[config.mk]
export PLATFORM = sky130hd
export DESIGN_NAME = sgdmac_write_engine
export DESIGN_NICKNAME = d
export VERILOG_FILES = /design/src/rtl/sgdmac_write_engine.sv
export SDC_FILE = /design/constraint.sdc
export NUM_CORES = 1
export LEC_CHECK = 0
export ABC_AREA = 1
export CORE_MARGIN = 3
export CORE_UTILIZATION = 50
export DETAILED_ROUTE_END_ITERATION = 10
export GPL_TIMING_DRIVEN = 0
export PLACE_DENSITY_LB_ADDON = 0.25
export SYNTH_ARGS = -nofsm -noshare
export SYNTH_HDL_FRONTEND = slang
export SYNTH_SLANG_ARGS = --single-unit
[constraint.sdc]
create_clock -name clk -period 5.1 [get_ports clk]
set_input_delay 1.02 -clock clk [delete_from_list [all_inputs] [get_ports clk]]
set_output_delay 1.02 -clock clk [all_outputs]
set_load 0.005 [all_outputs]
[src/rtl/sgdmac_write_engine.sv]
// SGDMAC write-side mover: drains the read-data FIFO into AXI INCR write bursts
// of up to MAX_BURST beats that never straddle a 4 KB page.
`timescale 1ns/1ps
module sgdmac_write_engine #(
  parameter int ADDR_WIDTH = 32,
  parameter int DATA_WIDTH = 32,
  parameter int MAX_BURST  = 16
) (
  input  logic                  clk,
  input  logic                  rst,
  // command from descriptor engine
  input  logic                  cmd_valid_i,
  output logic                  cmd_ready_o,
  input  logic [ADDR_WIDTH-1:0] cmd_addr_i,
  input  logic [15:0]           cmd_len_i,
  output logic                  done_o,
  output logic                  err_o,
  // read-data FIFO head
  input  logic                  fifo_empty_i,
  output logic                  fifo_rden_o,
  input  logic [DATA_WIDTH-1:0] fifo_rdata_i,
  // AXI write address
  output logic [ADDR_WIDTH-1:0] awaddr_o,
  output logic [3:0]            awlen_o,
  output logic [2:0]            awsize_o,
  output logic [1:0]            awburst_o,
  output logic                  awvalid_o,
  input  logic                  awready_i,
  // AXI write data
  output logic [DATA_WIDTH-1:0] wdata_o,
  output logic [3:0]            wstrb_o,
  output logic                  wlast_o,
  output logic                  wvalid_o,
  input  logic                  wready_i,
  // AXI write response
  input  logic [1:0]            bresp_i,
  input  logic                  bvalid_i,
  output logic                  bready_o
);

  localparam int         REM_W  = 14;
  localparam int         BEAT_W = $clog2(MAX_BURST + 1);
  localparam logic [2:0] AXSIZE = 3'($clog2(DATA_WIDTH / 8));

  typedef enum logic [1:0] {ST_IDLE, ST_AW, ST_W, ST_B} state_t;

  state_t                state_q;
  logic [ADDR_WIDTH-1:0] addr_q;
  logic [ADDR_WIDTH-1:0] awaddr_q;
  logic [REM_W-1:0]      rem_q;
  logic [BEAT_W-1:0]     beats_q;
  logic [BEAT_W-1:0]     cnt_q;
  logic [3:0]            awlen_q;
  logic                  cmd_ready_q;
  logic                  awvalid_q;
  logic                  wlast_q;
  logic                  bready_q;
  logic                  done_q;
  logic                  err_q;

  logic [ADDR_WIDTH-1:0] cmd_addr_al;
  logic [ADDR_WIDTH-1:0] addr_d;
  logic [REM_W-1:0]      cmd_words;
  logic [REM_W-1:0]      rem_d;
  logic [BEAT_W-1:0]     cmd_beats;
  logic [BEAT_W-1:0]     next_beats;
  logic                  aw_fire;
  logic                  w_fire;
  logic                  b_fire;
  logic                  unused_bits;

  // Beats for the next burst: limited by words left, MAX_BURST and the words
  // remaining before the next 4 KB page (only addr[11:2] matters for that).
  function automatic logic [BEAT_W-1:0] burst_beats(input logic [9:0]       word_off,
                                                    input logic [REM_W-1:0] rem);
    logic [REM_W-1:0] n;
    logic [REM_W-1:0] to_bound;
    to_bound = REM_W'(11'd1024 - {1'b0, word_off});
    n = rem;
    if (n > REM_W'(MAX_BURST)) n = REM_W'(MAX_BURST);
    if (to_bound < n) n = to_bound;
    return BEAT_W'(n);
  endfunction

  assign cmd_addr_al = {cmd_addr_i[ADDR_WIDTH-1:2], 2'b00};
  assign cmd_words   = cmd_len_i[15:2];
  assign addr_d      = addr_q + ADDR_WIDTH'({beats_q, 2'b00});
  assign rem_d       = rem_q - REM_W'(beats_q);
  assign cmd_beats   = burst_beats(cmd_addr_i[11:2], cmd_words);
  assign next_beats  = burst_beats(addr_d[11:2], rem_d);
  assign unused_bits = ^{cmd_addr_i[1:0], cmd_len_i[1:0]};

  // W path is combinational from the FIFO flag so a pop never happens while empty.
  assign wvalid_o    = (state_q == ST_W) && !fifo_empty_i;
  assign w_fire      = wvalid_o && wready_i;
  assign fifo_rden_o = w_fire;
  assign wdata_o     = fifo_rdata_i;
  assign aw_fire     = awvalid_q && awready_i;
  assign b_fire      = bready_q && bvalid_i;

  assign cmd_ready_o = cmd_ready_q;
  assign done_o      = done_q;
  assign err_o       = err_q;
  assign awaddr_o    = awaddr_q;
  assign awlen_o     = awlen_q;
  assign awsize_o    = AXSIZE;
  assign awburst_o   = 2'b01;
  assign awvalid_o   = awvalid_q;
  assign wstrb_o     = 4'hF;
  assign wlast_o     = wlast_q;
  assign bready_o    = bready_q;

  always_ff @(posedge clk) begin
    if (rst) begin
      state_q     <= ST_IDLE;
      addr_q      <= '0;
      awaddr_q    <= '0;
      rem_q       <= '0;
      beats_q     <= '0;
      cnt_q       <= '0;
      awlen_q     <= '0;
      cmd_ready_q <= 1'b1;
      awvalid_q   <= 1'b0;
      wlast_q     <= 1'b0;
      bready_q    <= 1'b0;
      done_q      <= 1'b0;
      err_q       <= 1'b0;
    end else begin
      done_q <= 1'b0;
      unique case (state_q)
        ST_IDLE: begin
          if (cmd_valid_i) begin
            err_q <= 1'b0;
            // A zero-word command completes without touching the bus.
            if (cmd_words == '0) begin
              done_q <= 1'b1;
            end else begin
              addr_q      <= cmd_addr_al;
              rem_q       <= cmd_words;
              beats_q     <= cmd_beats;
              cnt_q       <= cmd_beats;
              awaddr_q    <= cmd_addr_al;
              awlen_q     <= 4'(cmd_beats - 1'b1);
              awvalid_q   <= 1'b1;
              cmd_ready_q <= 1'b0;
              state_q     <= ST_AW;
            end
          end
        end
        ST_AW: begin
          if (aw_fire) begin
            awvalid_q <= 1'b0;
            wlast_q   <= (cnt_q == BEAT_W'(1));
            state_q   <= ST_W;
          end
        end
        ST_W: begin
          if (w_fire) begin
            cnt_q   <= cnt_q - 1'b1;
            wlast_q <= (cnt_q == BEAT_W'(2));
            if (wlast_q) begin
              bready_q <= 1'b1;
              state_q  <= ST_B;
            end
          end
        end
        ST_B: begin
          if (b_fire) begin
            if (bresp_i != 2'b00) err_q <= 1'b1;
            addr_q   <= addr_d;
            rem_q    <= rem_d;
            bready_q <= 1'b0;
            if (rem_d == '0) begin
              cmd_ready_q <= 1'b1;
              done_q      <= 1'b1;
              state_q     <= ST_IDLE;
            end else begin
              beats_q   <= next_beats;
              cnt_q     <= next_beats;
              awaddr_q  <= addr_d;
              awlen_q   <= 4'(next_beats - 1'b1);
              awvalid_q <= 1'b1;
              state_q   <= ST_AW;
            end
          end
        end
        default: state_q <= ST_IDLE;
      endcase
    end
  end

endmodule
==> results of run 1 <==
==> kinds of logic after synthesis <==
kind of cell / count (synthesis) / synth area share [%]
buffers and inverters: 187 / 12.7
AO/OA/AOI/OAI: 223 / 18.2
flip-flops: 100 / 29.4
adder cells (fa/ha/maj): 43 / 8.13
multiplexers: 18 / 2.65
XOR/XNOR: 43 / 5.54
AND/OR/NAND/NOR: 345 / 23.2
other: 2 / 0.110
==> layer usage <==
metal	vias to the layer above	share of wire, %
li1	3461	-
met1	3139	46
met2	261	45
met3	35	7.1
met4	0	2.0
met5	-	0
==> worst max-delay path, stage by stage <==
cell             delay (ns)
clkdlybuf4s50_1        0.50
inv_1                  0.11
ha_1                   0.19
nand2_1                0.08
nor2_1                 0.14
nand2_1                0.08
or2_2                  0.31
nor2_1                 0.14
xnor2_1                0.15
ha_1                   0.27
nand2_1                0.08
o21ai_0                0.08
a21oi_1                0.22
nand2_1                0.24
o21ai_0                0.21
a21oi_1                0.09
nor2_2                 0.26
ha_1                   0.20
inv_1                  0.05
a21oi_1                0.12
o21ai_0                0.10
nand2_1                0.07
inv_1                  0.03
==> layout by cell type, fill, tap and decap left out, types with 4 or more instances in the layout <==
| master | instances |
|---|---|
| xnor2_1 | 11 |
| dfxtp_1 | 100 |
| clkdlybuf4s50_1 | 128 |
| mux2i_1 | 18 |
| nand3_2 | 4 |
| nor3b_1 | 5 |
| inv_2 | 6 |
| o211ai_1 | 10 |
| clkbuf_16 | 9 |
| a21oi_1 | 89 |
| buf_2 | 5 |
| nand4_1 | 16 |
| o21ai_1 | 7 |
| nor4_1 | 5 |
| xor2_1 | 32 |
| conb_1 | 21 |
| a31oi_1 | 6 |
| nor2_1 | 78 |
| nor2_2 | 7 |
| ha_1 | 41 |
| clkbuf_1 | 29 |
| inv_1 | 101 |
| o21ai_0 | 84 |
| buf_4 | 42 |
| a211oi_1 | 6 |
| a221oi_1 | 9 |
| nand3_1 | 36 |
| nand2_1 | 164 |
| nor3_1 | 13 |
==> power by group through the flow <==
stage	Sequential (mW)	Clock (mW)	Combinational [mW]
after global placement	1.36	0	3.13
after floorplan	1.32	0	2.25
after detailed placement	1.36	0	3.19
final	1.36	0.701	3.24
after global routing	1.41	0.732	3.67
after CTS	1.36	0.701	3.21
==> final timing paths <==
| path | slack, ns | endpoint | depth (start not counted) |
|---|---|---|---|
| setup / recovery | 0.64 | awlen_o[2] | 23 |
| hold / removal | 0.46 | addr_q[0] | 2 |
| setup reg to reg | 0.71 | awlen_o[2] | 31 |
| hold reg to reg | 0.46 | addr_q[0] | 2 |
==> state kept, by name, summed over array words and instances (netlist names) <==
signal,flops
awaddr_o,32
wlast_o,1
awlen_o,4
cmd_ready_o,1
bready_o,1
rem_q,14
state_q,2
done_o,1
awvalid_o,1
cnt_q,5
err_o,1
addr_q,32
beats_q,5
==> area by class of cell <==
cell class | count | share of cell area, %
Inverter | 110 | 4.77
Multi-Input combinational cell | 693 | 46.2
Tap cell | 172 | 2.48
Buffer | 77 | 5.23
Timing Repair Buffer | 128 | 14.8
Clock inverter | 7 | 0.823
Sequential cell | 100 | 23.1
Clock buffer | 9 | 2.60
==> metrics list, run 1 <==
- Result of the run: complete, no violations
* Fraction of synthesized cell area taken by the top area cell type: 29.4%
- The startpoint identified for the worst hold timing path is addr_q[0].
- Power per cell area: between 600 and 700 mW/mm^2
- Number of iterations in the first detailed-routing pass: 5
- Achievable Freq: 224 MHz
* Number of inserted filler cells in the final layout: 1158
* Number of vias per cell: 5.32
- Total routing usage reported by global routing: 25.9%
* Post-cts repair resize count: 0
* Finish-stage setup viols: 0
* Area of the core: approximately 0.013 mm^2
- The synthesized design contains 100 register bits.
- CTS placed an instance of clkbuf_16 at the clock tree root.
* Largest driver fanout on the critical path: 9
- Post-Syn Area per Cell: just over 7 um^2
- During synthesis, Yosys emitted a total of 0 warnings.
- The worst setup path is launched from an input pin.
- The clock network accounts for 13.2% of the total power.
- The finished layout holds approximately 1300 standard cells, fillers aside.
- Across all layers, the routed design uses 6896 vias.
* Wire length per cell: around 15 um
- Unrepaired setup endpoints after global routing: no
- In the synthesized netlist the async set-or-reset flop fraction comes to 0%.
* Static power due to leakage: approximately 3.9 nW
- VDD sags by at most about 0.00031 V.
- Worst Setup SP: cmd_addr_i[2]
* Switching power as a share of total power: between 40% and 50%
- Final hold violation count: 0
- The detailed router finished its first iteration with 575 violations.
- The die is around 120 um wide.
- Global routing used around 36% of the available met1 tracks.
- Number of buffers inserted by port buffering: between 100 and 150
- In this run, placement finished with an instance count of 1280.
- Met2 routing resource usage after global routing: a little over 40%
- In this run, distinct cell masters in the synthesized netlist total 50.
* Worst-case clock buffer depth: 2
* Post-Syn Area: 0.00680 mm^2
- Fraction of power consumed by combinational cells: 61.1%
* Number of global-route vias before repair: between 6000 and 7000
- In this run the core area contains between 40 and 50 standard-cell rows.
- Leading area contributor after synthesis: dfxtp_1
- The placed instances occupy a cell area of approximately 0.0084 mm^2.
- Sequential elements use ~30% of the synthesized area.
- The most used flip-flop cell after synthesis is dfxtp_1.
- Post-synth top cells: nand2_1, inv_1, dfxtp_1, a21oi_1, o21ai_0
- Yosys mapped a number of flops with a built-in enable equal to 0.
* Worst setup skew after layout: about 0.010 ns
* Leading cell type by number of instances after synthesis: nand2_1
* Antenna diodes: 0
- Entering global routing, the biggest net connects 20 pins.
- Final setup TNS: 0 ns
- In the finished design, the share of the clock period the worst path needs comes to ~87%.
- The worst hold path belongs to the class reg -> reg.
* Number of pins exceeding their max-slew limit in the final report: 0
- The critical path is of the in -> reg type.
- Post-CTS setup buffers: 0
- Total die area: 0.0150 mm^2
* Flop pwr share: 25.7%
* Min Tclk post-route: around 4.5 ns
* Final weighted congestion in routability-driven placement: approximately 0.98
* Final instance area: roughly 0.0087 mm^2
* Power Internal: approximately 2.7 mW
- Across the run, the number of max-cap violations was 0.
- Register cell area after layout: between 0.002 and 0.0025 mm^2
- The final layout contains around 1300 nets.
- The clock reaches the later pin of the worst-skew pair after approximately 0.37 ns.
- Data on the critical path arrives at its endpoint at between 4 and 5 ns.
- The clock tree synthesis step divided the H-tree into 3 levels.
- For this design, the CTS-stage hold fixing added 0 buffers.
- After global routing the overflow that remains totals 0.
- For this run, design rule violations remaining after detail routing come to 0.
- The initial antenna violation count was 0.
- Sum of routed wire length over all layers: roughly 19 mm
- Data required, critical path: 5.37 ns
- Total CTS buffers: 9
- The worst setup path is captured at a flop.
* Multi-input logic area: 0.00400 mm^2
- Cells fill 66.8% of the core in the end.
- Routing usage on met3: under 10%
* Area overhead of the layout relative to synthesis: 27.4%
- Dpl hpwl: between 10 and 15 mm
- Number of routed nets with antenna violations: 0
- The first global-routing pass estimated just over 30 mm of wire.
- Summing internal, switching and leakage power gives between 5 and 6 mW.
* Gate count of the mapped netlist: just under 1000
- Counting every sink on the clock net gives 100.
- Layout cells sized above 1: between 8 and 9%
* Layer carrying the most global-route usage: met2
* Worst slack after detailed placement: 0.331 ns
- The initial utilization of the core area, before any placement, comes to 52.4%.
* Slew HR: between 40% and 50%
- By area the synthesized netlist is led by dfxtp_1, nand2_1, ha_1.
* Switching pwr: around 2.6 mW
* Slew at the pin closest to its max-slew limit: 0.761 ns
- Hold slack: approximately 0.46 ns
- In this run the critical register-to-register path is launched from rem_q[0].
- Setup slack closes at approximately 0.64 ns.
* Vertical die dimension: around 120 um
- CTS tree: done
- After clock tree synthesis, the clock-pin slew on the worst setup and hold paths is about 0.080 ns.
- During I/O placement, the number of pins put on the boundary was roughly 170.
No activity file was read; power rests on OpenSTA's default activity.
==> run 2: changes to the inputs <==
CORE_UTILIZATION = 51   (was 50)
CTS_BUF_LIST = sky130_fd_sc_hd__clkbuf_4 sky130_fd_sc_hd__clkbuf_8   (was default)
==> metrics list, run 2 (synthesis gave the netlist of run 1 again) <==
- Result of the run: complete, no violations
- The clock tree skew after final layout was 0.00520 ns (-0.00529 ns).
- Crit-path leading delay family: simple AND/OR/NAND/NOR gates
- Total placed instance area: 0.00837 mm^2 (unchanged)
- CTS hold repair buffers: 0 (unchanged)
* Register cell area after layout: 0.00200 mm^2 (unchanged)
* Wire length per cell: 14.9 um (+0.46%)
- The quantity of I/O buffers inserted on ports is 128 (unchanged).
- Area of the core: 0.0128 mm^2 (-1.2%)
* Total routing usage reported by global routing: 26.1% (+0.24 points)
* Total die area: 0.0148 mm^2 (-1.9%)
* Number of pins exceeding their max-slew limit in the final report: 0 (unchanged)
* Number of rows created at floorplan: 41 (unchanged)
* Number of global-route vias before repair: 6398 (-1.9%)
* Topmost layer with routed signal wires: met4
- Cells traversed along the worst timing path: clkdlybuf4s50_1, nor3_1, nor3b_1, nand2_1, nor4_1, xor2_1, inv_1, ha_1, a21oi_1, o21ai_0, a21oi_1, nand2_1, o21ai_0, a21oi_1, nor2_2, ha_1, inv_1, a21oi_1, o21ai_0, nand2_1, inv_1
- The buffering stage count on the worst path with inverters included is 4 (unchanged).
- Met2 Routed Length: 8.61 mm (+0.43%)
- Most common cell after layout, fill and taps aside: nand2_1
- Vertical die dimension: 121 um (-0.94%)
- STA classifies the critical path endpoint as a flop.
- Antenna diodes: 0 (unchanged)
- Wire length the detailed router placed on met1: 8.87 mm (-0.20%)
* Multi-input logic area: 0.00400 mm^2 (unchanged)
- The clock sink total is 100 (unchanged).
- The post-cts repair resize count came to 0 (unchanged).
- The ratio of total power to cell area was 602 mW/mm^2 (-1.7%).
- The required time at the worst-slack endpoint was 5.41 ns (+0.04 ns).
* Slew HR: 49.6% (+0.38 points)
* Width of the chip: 121 um (-0.94%)
* WL met3: 1.36 mm (-0.59%)
* Worst Setup SP: cmd_addr_i[4]
- The shortest clock period the worst path allows after layout came to 4.44 ns (-0.0110 ns).
- Fin nets: 1251 (unchanged)
* Worst-case clock buffer depth: 2 (unchanged)
- CP Class: in -> reg
- In the layout the commonest cells are nand2_1, clkdlybuf4s50_1, inv_1, dfxtp_1, a21oi_1.
- The cell sitting at the root of the clock tree is a clkbuf_8.
- Slew at the pin closest to its max-slew limit: 0.756 ns (-0.00573 ns)
* Peak supply drop: 0.000318 V (+1.5%)
* Clock H-tree levels: 3 (unchanged)
- Final hold violation count: 0 (unchanged)
* Pin count of the biggest net entering global routing: 18 (-10%)
* Number of iterations in the first detailed-routing pass: 5 (unchanged)
- The clock-pin slew reported for the worst setup and hold paths after clock tree synthesis came to 0.11 ns (+0.03 ns).
* Arrival time reported for the critical path endpoint: 4.75 ns (+0.02 ns)
- The setup fix buffers added after clock tree synthesis is 0 (unchanged).
- The final-layout fill cell count was 1168 (+0.86%).
- Final instance area: 0.00857 mm^2 (-1.0%)
* Start of the worst register-to-register path: rem_q[0]
* Achievable Freq: 225 MHz (+0.25%)
* Sum of routed wire length over all layers: 19.3 mm (+0.46%)
- The estimated wirelength of the detail-placed design was 14.8 mm (+0.21%).
* Final setup TNS: 0 ns (unchanged)
- Layout cells sized above 1: 8.45% (unchanged)
- The remaining global-route overflow came to 0 (unchanged).
- The initial standard-cell utilization of the core came to 53.0% (+0.63 points).
- Most common cell type on the critical path: a21oi_1
- The I/O pin count is 174 (unchanged).
- Kind of start point of the critical path: input pin
- Number of vias per cell: 5.34 (+0.29%)
- The area growth from synthesis to layout is 26.1%.
- The max-capacitance violation count is 0 (unchanged).
- The clock insertion delay at the later pin of the skew report came to 0.39 ns (+0.02 ns).
- Unrepaired setup endpoints after global routing: no
* Longest individual stage delay on the worst path: 0.48 ns (-0.02 ns)
- The initial antenna violation count came to 0 (unchanged).
- DR iter-0 viols: 600 (+4.3%)
- The first-pass GRT wire length came to 31.0 mm (unchanged).
- Share of the clock period used by the worst path: 87.1% (-0.22 points)
- Slowest library cell on the worst path: clkdlybuf4s50_1
* Vias: 6916 (+0.29%)
- The number of remaining DRC errors was 0 (unchanged).
* Finish-stage setup viols: 0 (unchanged)
* Min-Delay Startpoint: addr_q[0]
* Total CTS buffers: 9 (unchanged)
- The post-detailed-route count of antenna-violating nets is 0 (unchanged).
* Hold Crit Class: reg -> reg
- The standby leakage power came to 3.92 nW (-0.76%).
* Final weighted congestion in routability-driven placement: 0.951 (-2.9%)
- Largest driver fanout on the critical path: 9 (unchanged)
* CTS tree: done
## run 2: changes by cell type in the layout (fill, tap and decap cells not counted), sizes merged
| cell | before | now |
|---|---|---|
| clkinvlp | 2 | 0 |
| bufinv | 0 | 1 |
| clkbuf | 38 | 39 |
## run 2: metal layers
metal	vias to the layer above	global-route usage [%]
li1	3459	-
met1	3141	36.6
met2	276	40.4
met3	40	4.29
met4	0	9.52
met5	-	0
## run 2: path summary, 6_finish.rpt
kind / to / slack [ns] / cells after the start
hold reg to reg: addr_q[0] / 0.47 / 2
setup reg to reg: awlen_o[2] / 0.68 / 31
setup / recovery: awlen_o[2] / 0.66 / 21
hold / removal: addr_q[0] / 0.47 / 2
## run 2: worst reg2reg max path: cells and delay by family, from the launching register on
| kind | cells | cell delay (ns) |
|---|---|---|
| AND/OR/NAND/NOR | 18 | 2.07 |
| AO/OA/AOI/OAI | 4 | 0.53 |
| adder cells (fa/ha/maj) | 4 | 1.12 |
| buffers and inverters | 5 | 0.29 |
| flip-flops | 1 | 0.35 |
## run 2: through the flow
| stage | instances | utilization, % | hold WS, ns | setup WS [ns] | power [mW] |
|---|---|---|---|---|---|
| floorplan | 980 | - | 0.428 | 1.39 | 3.57 |
| global placement | 1280 | 65.2 | 0.442 | 0.293 | 4.48 |
| detailed placement | 1280 | 65.2 | 0.445 | 0.305 | 4.55 |
| CTS | 1296 | 66.8 | 0.461 | 0.704 | 5.13 |
| global route | 1296 | 66.8 | 0.496 | 0.232 | 5.65 |
| finish | 1296 | 66.8 | 0.467 | 0.655 | 5.16 |
## run 2: layout make-up
type,count,share of cell area (%)
tap,172,2.51
sequential,100,23.4
clock buffer,10,1.61
multi-input combinational,693,46.7
buffer,77,5.28
clock inverter,6,0.803
timing repair buffer,128,14.9
inverter,110,4.82
## run 2: power breakdown
part | internal [mW] | leakage, nW | switching [mW] | total (mW)
Combinational | 1.25 | 2.98 | 1.99 | 3.24
Sequential | 1.11 | 0.829 | 0.251 | 1.36
Clock | 0.246 | 0.109 | 0.319 | 0.565
Total | 2.60 | 3.92 | 2.56 | 5.16
